--- config.mk ---
export PLATFORM = sky130hd
export DESIGN_NAME = rename_map_unit
export DESIGN_NICKNAME = d
export VERILOG_FILES = /design/src/rtl/mips_core_pkg.sv /design/src/rtl/rename_free_list.sv /design/src/rtl/rename_map_unit.sv
export SDC_FILE = /design/constraint.sdc
export NUM_CORES = 1
export LEC_CHECK = 0
export CORE_MARGIN = 2
export CORE_UTILIZATION = 55
export CTS_BUF_LIST = sky130_fd_sc_hd__clkbuf_16
export CTS_CLUSTER_DIAMETER = 100
export DETAILED_ROUTE_END_ITERATION = 8
export GPL_TIMING_DRIVEN = 0
export PLACE_DENSITY = 0.74
export SKIP_CTS_REPAIR_TIMING = 1
export SLEW_MARGIN = 5
export SYNTH_ARGS = -nofsm -noshare
export SYNTH_HDL_FRONTEND = slang
export SYNTH_SLANG_ARGS = --single-unit
--- constraint.sdc ---
create_clock -name clk -period 30.4 [get_ports clk]
set_input_delay 6.08 -clock clk [delete_from_list [all_inputs] [get_ports clk]]
set_output_delay 6.08 -clock clk [all_outputs]
set_load 0.01 [all_outputs]
--- src/rtl/mips_core_pkg.sv ---
// rtl/mips_core_pkg.sv - shared rename-stage types and sizing constants
package mips_core_pkg;

   localparam int NUM_ARCH   = 32;
   localparam int NUM_PHYS   = 64;
   localparam int FREE_DEPTH = NUM_PHYS - NUM_ARCH;

   typedef logic [5:0] PhysReg;
   typedef logic [4:0] ArchReg;

   // Busy as seen by a reader this cycle: a writeback landing now already counts as done.
   function automatic logic src_busy(input logic [NUM_PHYS-1:0] busy,
                                     input PhysReg               phys,
                                     input logic                 wb_valid,
                                     input PhysReg               wb_phys);
      return busy[phys] & ~(wb_valid & (wb_phys == phys)) & (phys != '0);
   endfunction

endpackage

--- src/rtl/rename_free_list.sv ---
// rtl/rename_free_list.sv - circular FIFO of unmapped physical registers
module rename_free_list
   import mips_core_pkg::*;
(
   input  logic       clk,
   input  logic       rst,
   input  logic       push,
   input  logic [5:0] push_phys,
   input  logic       pop,
   output logic [5:0] pop_phys,
   output logic [5:0] count
);

   PhysReg     entries [FREE_DEPTH];
   logic [4:0] head;
   logic [4:0] tail;
   logic       do_push;
   logic       do_pop;

   // A push into an empty list is not visible to a pop in the same cycle.
   assign do_push  = push & (count != 6'(FREE_DEPTH));
   assign do_pop   = pop & (count != 6'd0);
   assign pop_phys = entries[head];

   always_ff @(posedge clk or posedge rst) begin
      if (rst) begin
         for (int i = 0; i < FREE_DEPTH; i++) begin
            entries[i] <= PhysReg'(NUM_ARCH + i);
         end
         head  <= 5'd0;
         tail  <= 5'd0;
         count <= 6'(FREE_DEPTH);
      end else begin
         if (do_push) begin
            entries[tail] <= push_phys;
            tail          <= tail + 5'd1;
         end
         if (do_pop) begin
            head <= head + 5'd1;
         end
         case ({do_push, do_pop})
            2'b10:   count <= count + 6'd1;
            2'b01:   count <= count - 6'd1;
            default: count <= count;
         endcase
      end
   end

   always_ff @(posedge clk) begin
      if (!rst && push) begin
         assert (count != 6'(FREE_DEPTH));
      end
   end

endmodule

--- src/rtl/rename_map_unit.sv ---
// rtl/rename_map_unit.sv - rename stage: arch-to-phys map, free list, busy bits, registered packet
module rename_map_unit
   import mips_core_pkg::*;
(
   input  logic        clk,
   input  logic        rst,
   input  logic        i_valid,
   output logic        o_ready,
   input  logic        i_uses_rs,
   input  logic        i_uses_rt,
   input  logic        i_uses_rw,
   input  logic [4:0]  i_rs_addr,
   input  logic [4:0]  i_rt_addr,
   input  logic [4:0]  i_rw_addr,
   output logic        o_valid,
   input  logic        i_ready,
   output logic        o_uses_rs,
   output logic        o_uses_rt,
   output logic        o_uses_rw,
   output logic [5:0]  o_rs_phys,
   output logic [5:0]  o_rt_phys,
   output logic [5:0]  o_rw_phys,
   output logic [5:0]  o_old_rw_phys,
   output logic        o_rs_busy,
   output logic        o_rt_busy,
   output logic [63:0] o_busy_bits,
   input  logic        i_wb_valid,
   input  logic [5:0]  i_wb_phys,
   input  logic        i_commit_valid,
   input  logic [5:0]  i_commit_old_phys,
   output logic [5:0]  o_free_count
);

   PhysReg              map_q [NUM_ARCH];
   logic [NUM_PHYS-1:0] busy_q;
   logic [NUM_PHYS-1:0] busy_d;
   logic [5:0]          free_count;
   PhysReg              new_phys;
   PhysReg              rs_phys;
   PhysReg              rt_phys;
   PhysReg              prev_rw_phys;
   logic                alloc;
   logic                fire;
   logic                do_pop;
   logic                do_push;

   assign alloc   = i_uses_rw & (i_rw_addr != 5'd0);
   assign o_ready = (~o_valid | i_ready) & (~alloc | (free_count != 6'd0));
   assign fire    = i_valid & o_ready;
   assign do_pop  = fire & alloc;
   assign do_push = i_commit_valid & (i_commit_old_phys != 6'd0);

   // Sources read the pre-update map, so "add r1,r1,r1" sees the old r1.
   assign rs_phys      = map_q[i_rs_addr];
   assign rt_phys      = map_q[i_rt_addr];
   assign prev_rw_phys = map_q[i_rw_addr];

   assign o_busy_bits  = busy_q;
   assign o_free_count = free_count;

   rename_free_list u_free_list (
      .clk       (clk),
      .rst       (rst),
      .push      (do_push),
      .push_phys (i_commit_old_phys),
      .pop       (do_pop),
      .pop_phys  (new_phys),
      .count     (free_count)
   );

   always_comb begin
      busy_d = busy_q;
      if (i_wb_valid) begin
         busy_d[i_wb_phys] = 1'b0;
      end
      if (do_pop) begin
         busy_d[new_phys] = 1'b1;
      end
      busy_d[0] = 1'b0;
   end

   always_ff @(posedge clk or posedge rst) begin
      if (rst) begin
         for (int i = 0; i < NUM_ARCH; i++) begin
            map_q[i] <= PhysReg'(i);
         end
         busy_q <= '0;
      end else begin
         if (do_pop) begin
            map_q[i_rw_addr] <= new_phys;
         end
         busy_q <= busy_d;
      end
   end

   always_ff @(posedge clk or posedge rst) begin
      if (rst) begin
         o_valid       <= 1'b0;
         o_uses_rs     <= 1'b0;
         o_uses_rt     <= 1'b0;
         o_uses_rw     <= 1'b0;
         o_rs_phys     <= '0;
         o_rt_phys     <= '0;
         o_rw_phys     <= '0;
         o_old_rw_phys <= '0;
         o_rs_busy     <= 1'b0;
         o_rt_busy     <= 1'b0;
      end else if (fire) begin
         o_valid       <= 1'b1;
         o_uses_rs     <= i_uses_rs;
         o_uses_rt     <= i_uses_rt;
         o_uses_rw     <= i_uses_rw;
         o_rs_phys     <= rs_phys;
         o_rt_phys     <= rt_phys;
         o_rw_phys     <= alloc ? new_phys : 6'd0;
         o_old_rw_phys <= alloc ? prev_rw_phys : 6'd0;
         o_rs_busy     <= src_busy(busy_q, rs_phys, i_wb_valid, i_wb_phys);
         o_rt_busy     <= src_busy(busy_q, rt_phys, i_wb_valid, i_wb_phys);
      end else if (i_ready) begin
         o_valid <= 1'b0;
      end
   end

endmodule

Yosys cells after proc, flatten, opt, wreduce, memory -nomap -nowiden:

Index checks and enable logic that the tools add are counted.

* output and inout bits: 101
* word-level logic and storage cells: 171
* flip-flop bits (word level): 493

* add/subtract/negate cells: 4
* multiplexer cells: 33
* magnitude comparators: 13
* eq/ne operators: 5
* reduce and logical (&&, ||, !) cells: 11
* bitwise gates (word level): 27

Operators with widths (count)
* 192-bit bitwise mux: 2
* 64-bit 2-to-1 mux: 2
* 6-bit binary-select mux with 5-bit select: 4
* 6-bit 2-to-1 mux: 12
* 64-bit bitwise AND: 1
* 64-bit NOT: 1
* 64-bit bitwise OR: 1
* 6-bit demux with 5-bit select: 2
* 6-bit greater-or-equal comparator, second input constant: 5
* 5-bit NOT with 6-bit output: 5
* 6-bit by 7-bit less-than comparator with 1-bit output, second input constant: 4
* 6-bit nonzero test: 4
* 1-bit bitwise AND: 13
* 1-bit binary-select mux with 6-bit select: 2
* 1-bit demux with 6-bit select: 2
* 6-bit equality test: 2
* 6-bit by 1-bit greater-or-equal comparator with 1-bit output, second input constant: 2
* 6-bit by 1-bit less-than comparator with 1-bit output, second input constant: 2
* 6-bit one-hot mux with 2 select lines: 1
* 5-bit by 1-bit adder with 5-bit output, second input constant: 2
* 6-bit by 1-bit adder with 6-bit output, second input constant: 1
* 1-bit 2-to-1 mux: 6
* 6-bit inequality test, second input constant: 1
* 6-bit by 1-bit subtractor with 6-bit output, second input constant: 1
* 7 further kinds: 15

Longest topological paths before layout:

Gate-level depths: netlist (run 1).

* depth after elaboration: 10
* depth in mapped cells: 18
* depth with buffers taken out: 16

Hierarchy:

From an unflattened synthesis (run 1), not the netlist that was laid out.

* cells, all modules: 2131
* area, all modules: 27502.6 um^2

Modules (own cells, without submodules)
* rename_map_unit: area an instance 17490.5 um^2, instances 1, cells an instance 1419, sequential area each 7231.9 um^2
* rename_free_list: area an instance 10012.1 um^2, instances 1, cells an instance 712, sequential area each 5346.4 um^2

Worst setup path before layout (run 1):

No wires, ideal clock.

* path type: input port to output port
* start point: input port i_rw_addr[2]
* end point: output port o_ready
* data required time: 24.320 ns
* stages: 4
* path slack: 17.051 ns
* arrival time: 7.269 ns
* cell sequence: clkbuf_1 or4_1 o21ai_0 o21a_1

* longest elaborated chain between the ends: 5

RTL lines
* start: declaration: RTL line rename_map_unit.sv:14 `input logic [4:0] i_rw_addr,`
* 5-bit nonzero test: RTL line rename_map_unit.sv:47 `assign alloc = i_uses_rw & (i_rw_addr != 5'd0);`
* 1-bit bitwise AND: RTL line rename_map_unit.sv:47
* 1-bit NOT: RTL line rename_map_unit.sv:48 `assign o_ready = (~o_valid | i_ready) & (~alloc | (free_count != 6'd0));`
* 1-bit bitwise OR: RTL line rename_map_unit.sv:48
* 1-bit bitwise AND: RTL line rename_map_unit.sv:48
* end: declaration: RTL line rename_map_unit.sv:8 `output logic o_ready,`

No other way between the ends.

Worst setup path in the final report (run 1):

* start point: input port i_rw_addr[0]
* end point: output port o_ready

The elaborated chain is that of the path after synthesis.

==> results of run 1 <==
cell type report:
| cell class | count | area, µm² | area share [%] |
|---|---|---|---|
| multi-input combinational | 1562 | 13430 | 43.45 |
| sequential | 493 | 12580 | 40.70 |
| timing repair buffer | 130 | 1371 | 4.437 |
| clock buffer | 53 | 1326 | 4.292 |
| buffer | 192 | 805.8 | 2.607 |
| tap | 622 | 778.2 | 2.518 |
| clock inverter | 42 | 508.0 | 1.644 |
| inverter | 26 | 105.1 | 0.3401 |
| antenna | 1 | 2.502 | 0.008097 |
worst max path at each step:
stage | from | to | slack, ns | depth (start not counted)
global placement | rst | o_busy_bits[10]$_DFF_PP0_ | 5.72 | 2
finish | i_rw_addr[0] | o_ready | 16.06 | 5
detailed placement | i_rw_addr[0] | o_ready | 16.07 | 5
CTS | i_rw_addr[0] | o_ready | 16.07 | 5
global route | i_rw_addr[0] | o_ready | 15.99 | 5
floorplan | rst | map_q[100]$_DFFE_PP0P_ | 10.88 | 1
worst max-delay path, stage by stage:
cell	delay (ns)
clkdlybuf4s50_1	0.46
or4_1	0.50
o21ai_0	0.45
o21a_1	0.23
clkdlybuf4s50_1	0.54
through the flow:
step	instance area (µm²)	std cells	utilization (%)	hold WS, ns
CTS	30900	3120	63.52	0.4890
floorplan	26900	2273	-	0.4552
global placement	28940	3021	59.49	0.4611
finish	30900	3121	63.53	0.4809
global route	30900	3120	63.52	0.5127
detailed placement	29070	3025	59.75	0.4730
logic make-up (layout without fill, tap and decap cells):
group,Yosys count,count (layout),share of synthesized area (%)
xor gates and xnor gates,23,23,0.7489
and+or+nand+nor,553,553,9.321
buffers and inverters,218,443,3.358
muxes,502,502,29.27
other,1,2,0.01394
DFF,493,493,46.76
AOI/OAI and AO/OA,475,475,10.16
adders and majority gates,8,8,0.3721
cell usage after synthesis, types with 22 or more instances:
cell type | n | area share (%)
nand3_1 | 33 | 0.61
mux4_2 | 187 | 16
clkbuf_1 | 141 | 2.0
nor2b_1 | 25 | 0.58
dfstp_2 | 193 | 19
nand2_1 | 202 | 2.8
a41oi_1 | 22 | 0.72
a21oi_1 | 142 | 2.6
buf_2 | 31 | 0.58
o21ai_0 | 218 | 4.1
dfrtp_1 | 300 | 28
mux2i_1 | 97 | 3.6
nor2_1 | 179 | 2.5
mux2_2 | 202 | 8.5
inv_1 | 25 | 0.35
flip-flops by register name (all words and copies together), names as in the netlist, 5 cells and up:
name,flops
map_q,192
u_free_list.entries,192
o_busy_bits,63
o_rs_phys,6
o_rw_phys,6
o_old_rw_phys,6
o_rt_phys,6
u_free_list.count,6
u_free_list.tail,5
u_free_list.head,5
power by group:
part           leakage, µW  internal (µW)  switching, µW
combinational      0.00561            504            653
sequential         0.00596            930            191
clock             0.000918            404            286
metal layers:
| layer | part of all wire [%] | up-vias |
|---|---|---|
| li1 | - | 8821 |
| met1 | 38 | 10690 |
| met2 | 46 | 1337 |
| met3 | 11 | 272 |
| met4 | 5.6 | 0 |
| met5 | 0 | - |
==> out/results.ini, run 1 <==
[status]
status = complete, no violations

[placement]
dp_hpwl_um = 62500
portBuffers = 126
place_ws_ns = 16.07
gp_congestion = 1.003

[yosys]
syn_nets = 2317
ys_seq_area_share_pct = 46.76
ys.flop_type = dfrtp_1
avgSynthCellArea_um2 = 11.83
syn_inst = 2273
synthArstFlopShare_pct = 100.0
netlist_area_um2 = 26900
ys_warn_count = 0
synth_edf_count = 0
ys_types = 66
synth_seq_cells = 493

[timing]
hold_viol_final = 0
worst_pin_slew_ns = 1.352
slew_headroom_pct = 9.836
fin_worst_skew_ns = 0.03097
clock.fmax_mhz = 69.75
setup_viol = 0
fin_setup_tns_ns = 0
post-route-period-util_pct = 47.16
drv_slew = 0
fin_ws_ns = 16.06
rsz0062_at_grt = false
period_needed_ns = 14.34

[detailed_routing]
drc = 0
drt-initial-drc-count = 2376
ant_nets = 0
drt_pass1_iterations = 6
finalWirelength_um = 86230
vias = 21120
wl_per_cell_um = 27.63
viasPerCell = 6.766

[worst_setup_path]
regToRegStartpoint = u_free_list.head[0]$_DFFE_PP0P_
required_ns = 24.32
reg2reg_depth = 8
cp-start-kind = input pin
worst_setup_path_end_kind = primary output
worstPathArrival_ns = 8.26
r2r_end = map_q[23]$_DFFE_PP0P_
path_max_fanout = 4
criticalPathCategory = in -> out
r2r_slack_ns = 25.71

[pwr]
ir_worst_vdd_v = 0.00006378
leakagePower_uw = 0.01248
power.total_uw = 2968
power_density_nw_per_um2 = 96.03

[grt]
grt_pass1_wl_um = 130800
grt_use_total_pct = 34.71
grt_busiest_layer = met2
use_met2_pct = 53.41
grt_max_degree = 130
use_met1_pct = 46.64
overflow = 0
antenna_found_initial = 1
grt_use_met3_pct = 7.940
grt_pass1_vias = 20910

[cts]
clk_latency_ns = 0.64
cts_buffer_depth = 3
cts-buffers-inserted = 52
clkTransAtPathRegs_ns = 0.06
cts_sinks = 493
cts_htree_levels = 2
root_buffer = clkbuf_16
cts_tree = built

[die]
ios = 137
die-area_um2 = 50690
coreArea_um2 = 48650
initial_core_util_pct = 55.30
fp.dieH_um = 225.2
num_rows = 81
die_w_um = 225.2

[job]
drv_cap = 0

[cells_and_area]
drive_gt1_share_pct = 28.70
final_common_cell = dfrtp_1
fillers = 3768
syn2layout_area_growth_pct = 14.88
mostFrequentLayoutCells = dfrtp_1, o21ai_0, nand2_1, mux2_2, dfstp_2
nets = 2501

[min_path]
min_delay_worst_endpoint = o_rw_phys[4]$_DFFE_PP0N_
min_path_cells = 2
hold_start = o_rw_phys[4]$_DFFE_PP0N_
hold_class = reg -> reg

Power figures use the tool's default switching activity.
==> run 2, diff against run 1 <==
PLACE_DENSITY = 0.77   (was 0.74)
clock period = 13.03 ns   (was 30.4 ns; I/O delays follow)
==> out/results.ini, run 2 (synthesis gave the netlist of run 1 again) <==
[worst_setup_path]
worst_setup_path_end_kind = primary output
path_depth = 5  ; unchanged
reg2reg_depth = 8  ; unchanged
cp-start-kind = input pin
crit_chain = clkdlybuf4s50_1, or4_1, o21ai_0, o21a_1, clkdlybuf4s50_1
path_max_fanout = 4  ; unchanged
cp_slowest_stage_delay_ns = 0.55  ; about the same
required_ns = 10.42  ; -13.90 ns
crit_family = buffers and inverters
regToRegStartpoint = u_free_list.head[0]$_DFFE_PP0P_
crit_top_cell = clkdlybuf4s50_1
cp_slowest_cell = o21ai_0
critPathBufInv = 2  ; unchanged
criticalPathCategory = in -> out
worstPathArrival_ns = 4.88  ; -3.38 ns
setup.worst_path.start = i_rw_addr[0]

[grt]
grt_use_total_pct = 35.09  ; +0.38 points
grt_max_degree = 45  ; -65%
grt_pass1_vias = 20820  ; -0.43%
overflow = 0  ; unchanged
grt_pass1_wl_um = 131600  ; +0.56%
antenna_found_initial = 1  ; unchanged

[cts]
cts_buffer_depth = 3  ; unchanged
root_buffer = clkbuf_16
cts_tree = built
cts_htree_levels = 2  ; unchanged
cts-buffers-inserted = 53  ; +1.9%
cts_sinks = 493  ; unchanged
clk_latency_ns = 0.65  ; about the same
clkTransAtPathRegs_ns = 0.05  ; about the same

[pwr]
leakagePower_uw = 0.01255  ; +0.53%
ir_worst_vdd_v = 0.0001911  ; +200%
combPwrFrac_pct = 39.6  ; +0.6 points
pwr-share-seq_pct = 38.0  ; +0.2 points
clockPowerShare_pct = 22.4  ; -0.8 points
power.switching_uw = 2648  ; +130%
power_density_nw_per_um2 = 222.3  ; +130%
internal_power_uw = 4245  ; +130%
switching_share_pct = 38.42  ; +0.37 points

[timing]
setup_viol = 0  ; unchanged
rsz0062_at_grt = false
worst_pin_slew_ns = 1.358  ; +0.005705 ns
period_needed_ns = 7.487
drv_slew = 0  ; unchanged
fin_setup_tns_ns = 0  ; unchanged
fin_worst_skew_ns = 0.03227  ; +0.001305 ns
slew_headroom_pct = 9.456  ; -0.38 points
hold_viol_final = 0  ; unchanged
post-route-period-util_pct = 57.46
clock.fmax_mhz = 133.6

[placement]
gp_congestion = 1.017  ; +1.4%
place.detailed.instances = 3036  ; +0.36%
portBuffers = 126  ; unchanged
dpl-instance-area_um2 = 29230  ; +0.57%
dp_hpwl_um = 64160  ; +2.7%

[detailed_routing]
wl_per_cell_um = 27.87  ; +0.89%
drt_pass1_iterations = 5  ; -1
vias = 21170  ; +0.25%
finalWirelength_um = 87440  ; +1.4%
ant_nets = 0  ; unchanged
viasPerCell = 6.748  ; -0.27%
drc = 0  ; unchanged
drt-initial-drc-count = 2683  ; +13%

[cells_and_area]
mostFrequentLayoutCells = dfrtp_1, o21ai_0, nand2_1, mux2_2, dfstp_2
nets = 2513  ; +0.48%
design_area_um2 = 31000  ; +0.32%
syn2layout_area_growth_pct = 15.25
finalNonFillerCells = 3137  ; +0.51%
drive_gt1_share_pct = 28.88  ; +0.18 points
postLayoutCoreUtil_pct = 63.73  ; +0.20 points
final_common_cell = dfrtp_1

[die]
ios = 137  ; unchanged
fp.dieH_um = 225.2  ; unchanged
die_w_um = 225.2  ; unchanged
num_rows = 81  ; unchanged
coreArea_um2 = 48650  ; unchanged
die-area_um2 = 50690  ; unchanged
initial_core_util_pct = 55.30  ; unchanged

[min_path]
hold_start = o_rt_phys[3]$_DFFE_PP0N_
hold_class = reg -> reg
min_path_cells = 2  ; unchanged

[job]
drv_cap = 0  ; unchanged

[status]
status = complete, no violations

run 2: worst paths after layout:
path	end	slack, ns
min in group asynchronous	u_free_list.tail[0]$_DFFE_PP0P_	2.28
setup / recovery	o_ready	5.54
hold / removal	o_rt_phys[3]$_DFFE_PP0N_	0.48
hold reg to reg	o_rt_phys[3]$_DFFE_PP0N_	0.48
setup reg to reg	map_q[23]$_DFFE_PP0P_	8.29
max in group asynchronous	map_q[152]$_DFFE_PP1P_	9.38
run 2: layer usage:
| layer | GRT usage [%] | part of all wire [%] |
|---|---|---|
| met1 | 47.96 | 38 |
| met2 | 54.29 | 46 |
| met3 | 7.301 | 10 |
| met4 | 16.39 | 5.0 |
| met5 | 0 | 0 |
run 2: through the flow:
stage | setup WS, ns | power [µW] | hold WS (ns)
6_report | 5.543 | 6893 | 0.4792
5_1_grt | 5.511 | 7175 | 0.5092
4_1_cts | 5.604 | 6833 | 0.4837
3_5_place_dp | 5.604 | 5280 | 0.4703
3_3_place_gp | 1.033 | 5153 | 0.4632
2_1_floorplan | 3.895 | 4175 | 0.4552
run 2: tightest hold or removal path, stage by stage, from the launching register on:
cell,delay (ns)
dfrtp_1,0.34
nand2_1,0.05
o21ai_0,0.06
run 2: power by group through the flow:
stage	Clock, µW	Sequential [µW]	Combinational (µW)
final	1550	2620	2730
after global routing	1620	2670	2890
after CTS	1560	2600	2680
after detailed placement	0	2620	2670
after global placement	0	2580	2570
after floorplan	0	2480	1690
run 2: final cells by class:
| type | instances | area (µm²) |
|---|---|---|
| buffer | 192 | 805.8 |
| fill | 3714 | 17640 |
| timing repair buffer | 141 | 1540 |
| clock inverter | 47 | 441.7 |
| tap | 622 | 778.2 |
| antenna | 1 | 2.502 |
| clock buffer | 53 | 1326 |
| sequential | 493 | 12580 |
| inverter | 26 | 101.3 |
| multi-input combinational | 1562 | 13430 |
==> run 3, diff against run 2 <==
PLACE_DENSITY = 0.74   (was 0.77)
clock period = 7.1 ns   (was 13.03 ns; I/O delays follow)
==> out/results.ini, run 3 (synthesis gave the netlist of run 1 again) <==
[status]
status = complete, no violations

[timing]
drv_slew = 0  ; unchanged
rsz0062_at_grt = false
clock.fmax_mhz = 177.7
period_needed_ns = 5.628
hold_viol_final = 0  ; unchanged
worst_pin_slew_ns = 1.376  ; +0.01811 ns
post-route-period-util_pct = 79.26
setup_viol = 0  ; unchanged
slew_headroom_pct = 8.248  ; -1.2 points
fin_worst_skew_ns = 0.02264  ; -0.009635 ns

[pwr]
power_density_nw_per_um2 = 405.7  ; +82%
leakagePower_uw = 0.01250  ; -0.41%
ir_worst_vdd_v = 0.0002645  ; +38%

[grt]
grt_max_degree = 44  ; -2.2%
grt_use_total_pct = 35.09  ; about the same
overflow = 0  ; unchanged
antenna_found_initial = 0  ; -1
grt_pass1_vias = 20900  ; +0.38%
grt_pass1_wl_um = 131400  ; -0.12%

[cells_and_area]
finalNonFillerCells = 3132  ; -0.16%
syn2layout_area_growth_pct = 14.93
fillers = 3816  ; +2.7%
antenna-diode-count = 0  ; -1
design_area_um2 = 30920  ; -0.28%
drive_gt1_share_pct = 29.04  ; +0.17 points
final_common_cell = dfrtp_1
mostFrequentLayoutCells = dfrtp_1, o21ai_0, nand2_1, mux2_2, dfstp_2
nets = 2511  ; -0.080%

[worst_setup_path]
path_max_fanout = 10  ; +6
r2r_slack_ns = 2.40  ; -5.89 ns
required_ns = 7.66  ; -2.76 ns
criticalPathCategory = in -> reg
worst_setup_path_end_kind = flop
worstPathArrival_ns = 6.18  ; +1.30 ns
reg2reg_depth = 8  ; unchanged
cp-start-kind = input pin

[detailed_routing]
vias = 21080  ; -0.40%
ant_nets = 0  ; unchanged
finalWirelength_um = 87410  ; about the same
viasPerCell = 6.732  ; -0.24%
wl_per_cell_um = 27.91  ; +0.12%
drt_pass1_iterations = 7  ; +2
drt-initial-drc-count = 2370  ; -12%
drc = 0  ; unchanged

[cts]
cts_buffer_depth = 3  ; unchanged
cts_sinks = 493  ; unchanged
cts_htree_levels = 2  ; unchanged
root_buffer = clkbuf_16
clk_latency_ns = 0.62  ; -0.03 ns
cts-buffers-inserted = 51  ; -3.8%
cts_tree = built
clkTransAtPathRegs_ns = 0.06  ; about the same

[placement]
place.detailed.instances = 3036  ; unchanged
portBuffers = 126  ; unchanged
dp_hpwl_um = 64500  ; +0.54%
gp_congestion = 1.001  ; -1.5%
dpl-instance-area_um2 = 29230  ; unchanged

[min_path]
hold_class = reg -> reg
min_path_cells = 2  ; unchanged

[job]
drv_cap = 0  ; unchanged

[die]
initial_core_util_pct = 55.30  ; unchanged
fp.dieH_um = 225.2  ; unchanged
die-area_um2 = 50690  ; unchanged
die_w_um = 225.2  ; unchanged
coreArea_um2 = 48650  ; unchanged
num_rows = 81  ; unchanged
ios = 137  ; unchanged

[run 3: cell count changes in the layout (fill, tap and decap cells not counted)]
cell        previous run  this run
bufinv_16              7         5
clkinvlp_4             5         4
clkinv_2              11        18
diode_2                1         0
clkbuf_16             53        52
clkinv_4               0         2
inv_6                  2         0
inv_1                 37        30
[run 3: worst max-delay path, cell delays in order]
cell             delay, ns
clkdlybuf4s50_1       0.55
buf_2                 0.34
buf_2                 0.43
mux4_2                0.56
mux2_2                0.29
o22ai_1               0.59
or2_2                 0.22
clkbuf_1              0.39
a2111oi_0             0.17
o41ai_1               0.46
o32ai_1               0.17
nor4_1                0.40
a221o_1               0.17
[run 3: layer usage]
layer	track usage [%]	wire length (µm)
met4	16.11	4289
met3	7.536	8554
met1	47.70	33980
met5	0	0
met2	54.50	40590
[run 3: stage by stage]
stage | setup TNS, ns | power, µW | hold slack [ns] | utilization [%] | setup WS [ns]
4_1_cts | 0 | 12430 | 0.4951 | 63.55 | 1.648
3_5_place_dp | 0 | 9697 | 0.4775 | 60.09 | 1.018
3_3_place_gp | -1323.55 | 9490 | 0.4640 | 59.50 | -3.717
6_report | 0 | 12540 | 0.4876 | 63.55 | 1.472
5_1_grt | 0 | 13060 | 0.5108 | 63.55 | 1.360
2_1_floorplan | -254.70 | 7662 | 0.4552 | - | -0.8490
[run 3: final cells by class]
cell class	instances	area [µm²]	area share (%)
multi-input cells	1562	13430	43.43
plain buffers	192	805.8	2.606
inverters	26	101.3	0.3278
flip-flops and latches	493	12580	40.69
repair buffers	141	1540	4.982
clock buffers	52	1301	4.209
clock inverters	44	382.9	1.238
well taps	622	778.2	2.517
[run 3: path summary, 6_finish.rpt]
kind | from | to
setup reg to reg | u_free_list.head[0]$_DFFE_PP0P_ | map_q[131]$_DFFE_PP0P_
min in group asynchronous | rst | o_rw_phys[4]$_DFFE_PP0N_
hold reg to reg | o_rt_phys[0]$_DFFE_PP0N_ | o_rt_phys[0]$_DFFE_PP0N_
hold / removal | o_rt_phys[0]$_DFFE_PP0N_ | o_rt_phys[0]$_DFFE_PP0N_
setup / recovery | i_rt_addr[2] | o_rt_busy$_DFFE_PP0N_
max in group asynchronous | rst | o_busy_bits[14]$_DFF_PP0_
[run 3: power by group]
part / leakage [µW] / switching (µW) / internal, µW
logic: 0.00568 / 2830 / 2180
registers: 0.00596 / 836 / 3980
clock network: 0.000856 / 1190 / 1520
